$ cat config.mk
export PLATFORM = sky130hd
export DESIGN_NAME = vx_flush_ctrl_flat
export DESIGN_NICKNAME = d
export VERILOG_FILES = /design/src/rtl/vx_flush_ctrl_if.sv /design/src/rtl/vx_flush_ctrl.sv /design/src/flat_wrapper.sv
export SDC_FILE = /design/constraint.sdc
export NUM_CORES = 1
export LEC_CHECK = 0
export BUFFER_PORTS_ARGS = -buffer_cell sky130_fd_sc_hd__buf_2
export CAP_MARGIN = 10
export CORE_MARGIN = 4
export CORE_UTILIZATION = 35
export DETAILED_ROUTE_END_ITERATION = 10
export HOLD_SLACK_MARGIN = 0.02
export PLACE_DENSITY = 0.67
export SLEW_MARGIN = 20
export SYNTH_ARGS = -nofsm -noshare
export SYNTH_HDL_FRONTEND = slang
export SYNTH_SLANG_ARGS = --single-unit
$ cat constraint.sdc
create_clock -name clk -period 2.1 [get_ports clk]
set_clock_uncertainty 0.05 [all_clocks]
set_input_delay 0.21 -clock clk [delete_from_list [all_inputs] [get_ports clk]]
set_output_delay 0.21 -clock clk [all_outputs]
set_load 0.02 [all_outputs]
$ cat src/rtl/vx_flush_ctrl_if.sv
`default_nettype none
// ============================================================================
// Module   : vx_flush_ctrl_if
// Brief    : Handshake/bus bundle between a bank tag stage and its flush sequencer.
// Revision : 1.0 - initial release
// ============================================================================
interface vx_flush_ctrl_if #(
    parameter int LSB = 6
);
    logic           stall;
    logic           flush_req_valid;
    logic           flush_req_ready;
    logic           flush_rsp_valid;
    logic           flush_rsp_ready;
    logic           flush_valid;
    logic [LSB-1:0] flush_addr;
    logic           busy;

    modport master (
        output stall,
        output flush_req_valid,
        output flush_rsp_ready,
        input  flush_req_ready,
        input  flush_rsp_valid,
        input  flush_valid,
        input  flush_addr,
        input  busy
    );

    modport slave (
        input  stall,
        input  flush_req_valid,
        input  flush_rsp_ready,
        output flush_req_ready,
        output flush_rsp_valid,
        output flush_valid,
        output flush_addr,
        output busy
    );
endinterface
`default_nettype wire

$ cat src/rtl/vx_flush_ctrl.sv
`default_nettype none
// ============================================================================
// Module   : vx_flush_ctrl
// Brief    : Per-bank tag-store invalidation sequencer (post-reset init sweep
//            plus request/acknowledge driven flush sweeps).
// Revision : 1.0 - initial release
// ============================================================================
module vx_flush_ctrl #(
    parameter int CACHE_ID        = 0,
    parameter int BANK_ID         = 0,
    parameter int CACHE_SIZE      = 4096,
    parameter int CACHE_LINE_SIZE = 64,
    parameter int NUM_BANKS       = 1,
    parameter int WORD_SIZE       = 4
) (
    input  wire logic         clk,
    input  wire logic         reset,
    vx_flush_ctrl_if.slave    bus
);
    localparam int LINES_PER_BANK = CACHE_SIZE / (CACHE_LINE_SIZE * NUM_BANKS);
    localparam int LSB            = (LINES_PER_BANK > 1) ? $clog2(LINES_PER_BANK) : 1;
    localparam logic [LSB-1:0] LAST_LINE = LSB'(LINES_PER_BANK - 1);

    // Identification parameters only matter for tracing; reject nonsense values.
    if (LINES_PER_BANK < 1 || WORD_SIZE < 1 || CACHE_ID < 0 ||
        BANK_ID < 0 || BANK_ID >= NUM_BANKS) begin : g_param_check
        $error("vx_flush_ctrl: illegal parameter combination");
    end

    typedef enum logic [1:0] {
        S_INIT  = 2'd0,
        S_IDLE  = 2'd1,
        S_FLUSH = 2'd2,
        S_RESP  = 2'd3
    } state_t;

    state_t         state_q, state_d;
    logic [LSB-1:0] cnt_q, cnt_d;
    logic           w_sweeping;

    always_ff @(posedge clk) begin
        if (reset) begin
            state_q <= S_INIT;
            cnt_q   <= '0;
        end else begin
            state_q <= state_d;
            cnt_q   <= cnt_d;
        end
    end

    always_comb begin
        state_d = state_q;
        cnt_d   = cnt_q;
        case (state_q)
            S_INIT, S_FLUSH: begin
                // A stalled cycle does not land the tag write, so the line is retried.
                if (!bus.stall) begin
                    if (cnt_q == LAST_LINE) begin
                        cnt_d   = '0;
                        state_d = (state_q == S_INIT) ? S_IDLE : S_RESP;
                    end else begin
                        cnt_d = cnt_q + LSB'(1);
                    end
                end
            end
            S_IDLE: begin
                if (bus.flush_req_valid) begin
                    state_d = S_FLUSH;
                    cnt_d   = '0;
                end
            end
            S_RESP: begin
                if (bus.flush_rsp_ready) begin
                    state_d = S_IDLE;
                end
            end
            default: begin
                state_d = S_INIT;
                cnt_d   = '0;
            end
        endcase
    end

    // Outputs decode registered state only; reset forces the quiescent-but-busy view.
    assign w_sweeping          = (state_q == S_INIT) || (state_q == S_FLUSH);
    assign bus.flush_valid     = w_sweeping && !reset;
    assign bus.flush_addr      = cnt_q;
    assign bus.busy            = w_sweeping || reset;
    assign bus.flush_req_ready = (state_q == S_IDLE) && !reset;
    assign bus.flush_rsp_valid = (state_q == S_RESP) && !reset;

endmodule
`default_nettype wire
$ cat src/flat_wrapper.sv
// flat-port wrapper written by rule: the top's interface ports become plain ports
module vx_flush_ctrl_flat 
#(
    parameter int CACHE_ID        = 0,
    parameter int BANK_ID         = 0,
    parameter int CACHE_SIZE      = 4096,
    parameter int CACHE_LINE_SIZE = 64,
    parameter int NUM_BANKS       = 1,
    parameter int WORD_SIZE       = 4
)
  (clk, reset, bus_stall, bus_flush_req_valid, bus_flush_rsp_ready, bus_flush_req_ready, bus_flush_rsp_valid, bus_flush_valid, bus_flush_addr, bus_busy);
  vx_flush_ctrl_if bus_i ();
  input  wire logic clk;
  input  wire logic reset;
  input wire logic [$bits(bus_i.stall)-1:0] bus_stall;
  input wire logic [$bits(bus_i.flush_req_valid)-1:0] bus_flush_req_valid;
  input wire logic [$bits(bus_i.flush_rsp_ready)-1:0] bus_flush_rsp_ready;
  output wire logic [$bits(bus_i.flush_req_ready)-1:0] bus_flush_req_ready;
  output wire logic [$bits(bus_i.flush_rsp_valid)-1:0] bus_flush_rsp_valid;
  output wire logic [$bits(bus_i.flush_valid)-1:0] bus_flush_valid;
  output wire logic [$bits(bus_i.flush_addr)-1:0] bus_flush_addr;
  output wire logic [$bits(bus_i.busy)-1:0] bus_busy;
  assign bus_i.stall = bus_stall;
  assign bus_i.flush_req_valid = bus_flush_req_valid;
  assign bus_i.flush_rsp_ready = bus_flush_rsp_ready;
  assign bus_flush_req_ready = bus_i.flush_req_ready;
  assign bus_flush_rsp_valid = bus_i.flush_rsp_valid;
  assign bus_flush_valid = bus_i.flush_valid;
  assign bus_flush_addr = bus_i.flush_addr;
  assign bus_busy = bus_i.busy;
  vx_flush_ctrl #(.CACHE_ID(CACHE_ID), .BANK_ID(BANK_ID), .CACHE_SIZE(CACHE_SIZE), .CACHE_LINE_SIZE(CACHE_LINE_SIZE), .NUM_BANKS(NUM_BANKS), .WORD_SIZE(WORD_SIZE)) u_core (.clk(clk), .reset(reset), .bus(bus_i));
endmodule
; ---- Word-level counts from Yosys, hierarchy flattened
; Cells that the tools add are included.
[classes]
add_sub_neg = 1
reduce_logical = 11
muxes = 10
eq_ne = 8
[ops]
columns = operator, n
row1 = $mux W6, 3
row2 = $pmux W6 S2, 1
row3 = $mux W2, 5
row4 = $add A6 B1 Y6 const B, 1
row5 = $eq A6 B6 Y1 const B, 1
row6 = $ne A2 B2 Y1 const B, 3
row7 = $pmux W2 S3, 1
row8 = $eq A2 B2 Y1 const B, 2
row9 = $reduce_and A4 Y1, 1
row10 = $logic_and A1 B1 Y1, 3
row11 = $reduce_and A3 Y1, 1
row12 = $eq A2 B1 Y1 const B, 1
row13 = $logic_not A2 Y1, 1
row14 = $logic_or A1 B1 Y1, 2
row15 = $ne A2 B1 Y1 const B, 1
row16 = $reduce_bool A2 Y1, 1
row17 = $reduce_or A2 Y1, 1
row18 = $logic_not A1 Y1, 1
[totals]
reg_bits = 8
out_inout_bits = 10
inputBits = 5
word_cells = 32

; ---- Logic depth before layout (Yosys ltp)
; Gate-level depths: netlist of the first run.
[depth]
depth_word = 5
mapped_depth = 6

; ---- Worst setup path before layout of the first run
; No wires, ideal clock.
[synth_timing]
path_kind = reg2reg
from = reg u_core.cnt_q[0] (netlist: u_core.bus.flush_addr[0])
to = reg u_core.state_q[0]
setup_slack_ps = 535
path_stages_with_launch = 6
period_less_slack_ps = 1565
t_arrival_ps = 1427
t_required_ps = 1962
path_buffers = 0
cell_sequence = dfxtp_1 ha_1 and3_4 a41o_4 a21oi_2 a311oi_2
[synth_via]
elab_chain_cells = 3
[synth_rtl]
columns = item, line
row1 = from (decl), vx_flush_ctrl.sv:38  ; logic [LSB-1:0] cnt_q, cnt_d;
row2 = from (signal assigned), vx_flush_ctrl.sv:47  ; cnt_q <= cnt_d;
row3 = $eq A6 B6 Y1, vx_flush_ctrl.sv:58  ; if (cnt_q == LAST_LINE) begin
row4 = $ne A2 B1 Y1 (no source line), n/a
row5 = $reduce_and A4 Y1 (no source line), n/a
row6 = to (signal assigned), vx_flush_ctrl.sv:46  ; state_q <= state_d;
row7 = to (decl), vx_flush_ctrl.sv:37  ; state_t state_q, state_d;
; No other way between the ends.
; A chain may end at the register's enable or synchronous reset.

; ---- Worst setup path in the final report of the first run
[layout_timing]
from = reg u_core.state_q[0]
to = out bus_busy
[layout_via]
elab_chain_cells = 3
word_cells_on_any_way = 4
cone_classes = 1 x eq/ne / 3 x reduce/logical
[layout_rtl]
columns = item, line
row1 = $eq A2 B2 Y1 or $logic_not A2 Y1 (tied branches), vx_flush_ctrl.sv:85  ; assign w_sweeping = (state_q == S_INIT) || (state_q == S_FLUSH);
row2 = $logic_or A1 B1 Y1 (*), vx_flush_ctrl.sv:85
row3 = $logic_or A1 B1 Y1 (*), vx_flush_ctrl.sv:88  ; assign bus.busy = w_sweeping || reset;
row4 = to (decl), flat_wrapper.sv:22  ; output wire logic [$bits(bus_i.busy)-1:0] bus_busy;
; Every way passes the cells marked *; elsewhere a longest branch is shown, timed or not.

==> flow_summary.yaml, run 1 <==
routing:
  drtPass1Iterations: 4
  drt-vias-per-instance: 5.68
  drtAntennaViolNets: 0
  initialDrtViolationCount: 16
  route.vias.total: 528
  wl_per_cell_um: 13.3
  totalWireLength_um: 1240
  drc: 0
setup_path:
  critical-path-top-delay-family: "flip-flops"
  slowest_delay_ns: 0.43
  worstRegToRegCells: 6
  path_cells: "inv_1, ha_1, or3_1, buf_2"
  cp_slowest_cell: "dfxtp_1"
  worstPathRequired_ns: 1.84
  critPathKind: "flop to output pin"
  worst-path-stages: 4
  cp.buffers_inverters: 2
  end_kind: "output pin"
  crit_path_start_kind: "flop"
  cp_max_fo: 5
  critPathArrivalTime_ns: 1.51
clock_tree:
  clk_path_buf_depth: 2
  numClockSinks: 8
  clkTransAtPathRegs_ns: 0.05
  hold_buffers: 0
  clk_latency_ns: 0.25
  ctsResizeCount: 0
  htree_levels: 1
  cts_tree: "done"
  postCtsSetupBuffers: 0
  cts_root_buffer: "clkbuf_4"
  numCtsBuffers: 3
global_routing:
  grt_pass1_vias: 501
  grt_overflow: 0
  antenna_found_initial: 0
  track_usage_pct: 14.0
  grt_pass1_wl_um: 2190
  grt_max_degree: 13
cells_and_area:
  drive_above_1_share_pct: 32.1
  syn2layout_area_growth_pct: 19.8
  antennaDiodeCount: 0
  nNetsFinal: 90
  fill_cells: 146
job:
  maxCapViolCount: 0
synth:
  ys_warn_count: 0
  syn_inst: 62
  synth_cell_types: 27
  netlist_area_um2: 543
  ys_ff_latch: 8
  synth_fp_nets: 72
  yosysSeqAreaShare_pct: 29.5
  syn_avg_cell_area_um2: 8.76
floorplan:
  die_x_um: 47.4
  core-area_um2: 1380
  ioPinCount: 15
  die_y_um: 47.4
  rows: 13
  initial_utilization_pct: 39.3
  dieArea_um2: 2250
pwr:
  p_per_area_nw_per_um2: 976
  peakVddDrop_uv: 534
  p_leak_nw: 0.275
placed_design:
  numPortBuffers: 14
  preCtsSetupSlack_ns: 0.429
  place_congestion: 0.776
  dp_hpwl_um: 937
sta:
  worst_slack_ns: 0.326
  final_max_slew_viol_count: 0
  setup_viol: 0
  fin_setup_tns_ns: 0
  worst-slew-pin-transition_ns: 0.336
  maxSlewHeadroom_pct: 77.6
  min_period_ns: 1.77
  finalHoldViolCount: 0
  fmax_mhz: 564
  final_min_period_over_clock_period_pct: 84.5
  rsz0062_at_grt: "false"
outcome:
  outcome: "finished, final reports clean"
hold_path:
  hold_path.class: "input pin to flop"
  hold_depth: 2
[sequential cells by signal, summed over array words and instances (netlist names)]
register and cells:
u_core.bus.flush_addr 6, u_core.state_q 2
[cell usage after synthesis]
| cell | count | area (um^2) |
|---|---|---|
| nand3_1 | 5 | 25.0 |
| nor2_1 | 7 | 26.3 |
| clkbuf_1 | 1 | 3.75 |
| dfxtp_1 | 8 | 160 |
| and2b_1 | 1 | 7.51 |
| o21ai_0 | 1 | 5.00 |
| a311oi_2 | 1 | 15.0 |
| a21oi_4 | 1 | 16.3 |
| nor4_1 | 1 | 6.26 |
| inv_1 | 4 | 15.0 |
| a22oi_1 | 1 | 7.51 |
| or3_1 | 1 | 6.26 |
| a311oi_1 | 1 | 8.76 |
| nor2_4 | 1 | 11.3 |
| a21o_1 | 1 | 7.51 |
| or2_4 | 1 | 8.76 |
| o21ai_1 | 2 | 10.0 |
| and3_4 | 1 | 11.3 |
| ha_1 | 5 | 62.6 |
| a41o_4 | 1 | 21.3 |
| nor2b_1 | 2 | 12.5 |
| a21oi_2 | 1 | 8.76 |
| nand2_1 | 2 | 7.51 |
| a21oi_1 | 7 | 35.0 |
| a31oi_1 | 1 | 6.26 |
| mux2_4 | 1 | 15.0 |
| nand3b_1 | 3 | 22.5 |
[cell usage in the layout (no fill, tap or decap)]
cell type   n
o21ai_0     1
mux2_4      1
a21o_1      1
or3_1       1
nand3b_1    3
a21oi_1     7
dfxtp_1     8
clkbuf_4    3
a21oi_4     1
nor2_4      1
and3_4      1
or2_4       1
nor4_1      1
a22oi_1     1
o21ai_1     2
a31oi_1     1
inv_1       4
a311oi_2    1
nand3_1     5
nor2_1      7
ha_1        5
and2b_1     1
buf_2      14
nor2b_1     2
a21oi_2     1
a311oi_1    1
nand2_1     2
a41o_4      1
[stage by stage]
stage | util [%] | power [mW] | instance area [um^2] | hold WS (ns) | instances
after global routing | 47.1 | 0.682 | 651 | 0.252 | 93
final | 47.1 | 0.635 | 651 | 0.229 | 93
after detailed placement | 45.4 | 0.521 | 628 | 0.471 | 90
after CTS | 47.1 | 0.642 | 651 | 0.226 | 93
after floorplan | - | 0.451 | 543 | 0.448 | 62
after global placement | 45.4 | 0.517 | 628 | 0.480 | 90
[worst reg2reg max path: cells and delay by family (launching register included)]
kind            cells  cell delay (ns)
buf+inv             1             0.09
fa+ha+maj           1             0.30
flops               1             0.36
simple gates        2             0.51
compound gates      2             0.23
[routing by layer]
metal,GRT usage (%),wire length (um)
met1,15.7,478
met3,7.28,90
met5,0,0
met2,24.1,669
met4,1.66,3
[layout make-up]
class	instances	area, um^2	area share [%]
repair buffers	14	70.1	10.8
flip-flops and latches	8	160	24.6
inverters	4	15.0	2.31
well taps	15	18.8	2.88
multi-input cells	49	364	56.0
clock buffers	3	22.5	3.46
[where the power goes]
part           switching (mW)  total (mW)  internal (mW)
clock network          0.0519       0.117         0.0654
registers              0.0324       0.207          0.175
logic                   0.179       0.311          0.132
total                   0.263       0.635          0.372
[worst paths after layout]
kind	from	endpoint	slack, ns
max	u_core.state_q[0]	bus_busy	0.33
min reg2reg	u_core.bus.flush_addr[0]	u_core.bus.flush_addr[0]	0.49
max reg2reg	u_core.state_q[1]	u_core.bus.flush_addr[3]	0.42
min	reset	u_core.bus.flush_addr[1]	0.23
[cells by family after synthesis]
family          after synthesis  synth area share [%]
compound gates               18                  26.0
simple gates                 25                  26.7
buf+inv                       5                  3.45
fa+ha+maj                     5                  11.5
flops                         8                  29.5
mux                           1                  2.76
No activity file was read; power rests on OpenSTA's default activity.
==> run 2, diff against run 1 <==
Clock period 2.1 ns to 1.7 ns, I/O delays scaled along.
==> run 2 against run 1 <==
Sequential share of layout area increased by 0.057 points. Non-clock buffer count up 1. Critical endpoint unchanged. Largest power group unchanged. Via count fell by 4.4%.
==> flow_summary.yaml, run 2 (synthesized netlist as in run 1, its figures left out) <==
clock_tree:
  numCtsBuffers: 3
  numClockSinks: 8
  hold_buffers: 0
  cts_root_buffer: "clkbuf_4"
  clk_latency_ns: 0.25
  cts_tree: "done"
  htree_levels: 1
  clk_path_buf_depth: 2
  clkTransAtPathRegs_ns: 0.05
floorplan:
  dieArea_um2: 2250
  initial_utilization_pct: 39.3
  core-area_um2: 1380
  rows: 13
  die_y_um: 47.4
  ioPinCount: 15
  die_x_um: 47.4
global_routing:
  grt_max_degree: 13
  track_usage_pct: 13.8
  antenna_found_initial: 0
  grt_pass1_vias: 468
  grt_overflow: 0
  grt_pass1_wl_um: 2060
cells_and_area:
  fill_cells: 133
  antennaDiodeCount: 0
  post-route-util_pct: 48.4
  finalNonFillerCells: 94
  drive_above_1_share_pct: 36.7
  nNetsFinal: 91
  final_cell_mix: "buf_2, nor2_1, a21oi_1"
  mostFrequentLayoutCell: "buf_2"
  stdcell_area_um2: 669
  syn2layout_area_growth_pct: 23.3
  largest_register_ffs: 6
routing:
  drtPass1Iterations: 4
  wl_per_cell_um: 12.5
  drc: 0
  route.vias.total: 505
  drt-vias-per-instance: 5.37
  initialDrtViolationCount: 9
  drtAntennaViolNets: 0
  totalWireLength_um: 1170
placed_design:
  place_congestion: 0.752
  preCtsSetupSlack_ns: 0.146
  placed_area_um2: 636
  dp.cells: 91
  numPortBuffers: 14
setup_path:
  slowest_delay_ns: 0.37
  critPathArrivalTime_ns: 1.40
  end_kind: "output pin"
  path_cells: "inv_1, ha_1, or3_1, buf_2"
  crit_path_start_kind: "flop"
  setup.worst_path.start: "u_core.state_q[0]"
  cp_slowest_cell: "dfxtp_4"
  worstRegToRegCells: 5
  cp.buffers_inverters: 2
  reg2reg_slack_ns: 0.13
  timing.rr.start: "u_core.bus.flush_addr[0]"
  r2r-end: "u_core.state_q[0]"
  critPathKind: "flop to output pin"
  worstPathRequired_ns: 1.48
  critical-path-top-delay-family: "flip-flops"
  cp_max_fo: 5
pwr:
  p_leak_nw: 0.282
  totalPowerFinal_uw: 803
  p_per_area_nw_per_um2: 1200
  peakVddDrop_uv: 617
sta:
  setup_viol: 0
  fmax_mhz: 618
  final_min_period_over_clock_period_pct: 95.2
  final_max_slew_viol_count: 0
  maxSlewHeadroom_pct: 83.0
  min_period_ns: 1.62
  finalHoldViolCount: 0
  worst-slew-pin-transition_ns: 0.254
  worst_slack_ns: 0.0812
hold_path:
  hold_start: "reset"
  hold_path.class: "input pin to flop"
  min_to: "u_core.state_q[0]"
  hold_depth: 2
outcome:
  outcome: "finished, final reports clean"
job:
  maxCapViolCount: 0
run 2: cell types whose count changed in the layout (fill, tap and decap cells not counted), sizes merged:
cell / delta
buf: +1
run 2: layout make-up:
class | instances | area (um^2) | area share (%)
clock buffer | 3 | 22.5 | 3.36
inverter | 4 | 15.0 | 2.24
multi-input combinational | 49 | 370 | 55.3
sequential | 8 | 165 | 24.7
tap | 15 | 18.8 | 2.80
timing repair buffer | 15 | 77.6 | 11.6
run 2: stage by stage:
step / hold slack [ns] / setup TNS, ns
floorplan: 0.368 / 0
global placement: 0.450 / 0
detailed placement: 0.457 / 0
CTS: 0.186 / 0
global route: 0.186 / -0.000592
finish: 0.193 / 0
run 2: how the worst max path moves through the flow:
| stage | depth (start not counted) | to |
|---|---|---|
| finish | 4 | bus_busy |
| global route | 4 | bus_busy |
| CTS | 4 | bus_busy |
| detailed placement | 6 | u_core.bus.flush_addr[3] |
| global placement | 5 | u_core.state_q[0] |
| floorplan | 5 | u_core.state_q[0] |
run 2: routing by layer:
layer	wire length (um)	GRT usage (%)	part of all wire (%)	vias to the layer above
met1	522	15.7	44	228
met2	556	20.6	47	11
met4	25	8.29	2.1	0
met5	0	0	0	-
met3	70	6.90	6.0	4
li1	-	-	-	262
run 2: where the power goes:
group,switching [mW],internal [mW],leakage (nW)
Clock,0.0596,0.0804,0.0138
Combinational,0.225,0.175,0.202
Sequential,0.0407,0.222,0.0662
run 2: repair_timing:
action / CTS / global route
resized for setup: 1 / 3
endpoints found under the setup margin: 1 / 3
buffers inserted: 0 / 0
run 2: worst register-to-register path: cells and delay by family (launching register included):
kind	cells	cell delay (ns)
AO/OA/AOI/OAI	3	0.54
adder cells (fa/ha/maj)	1	0.23
AND/OR/NAND/NOR	1	0.23
flip-flops	1	0.41
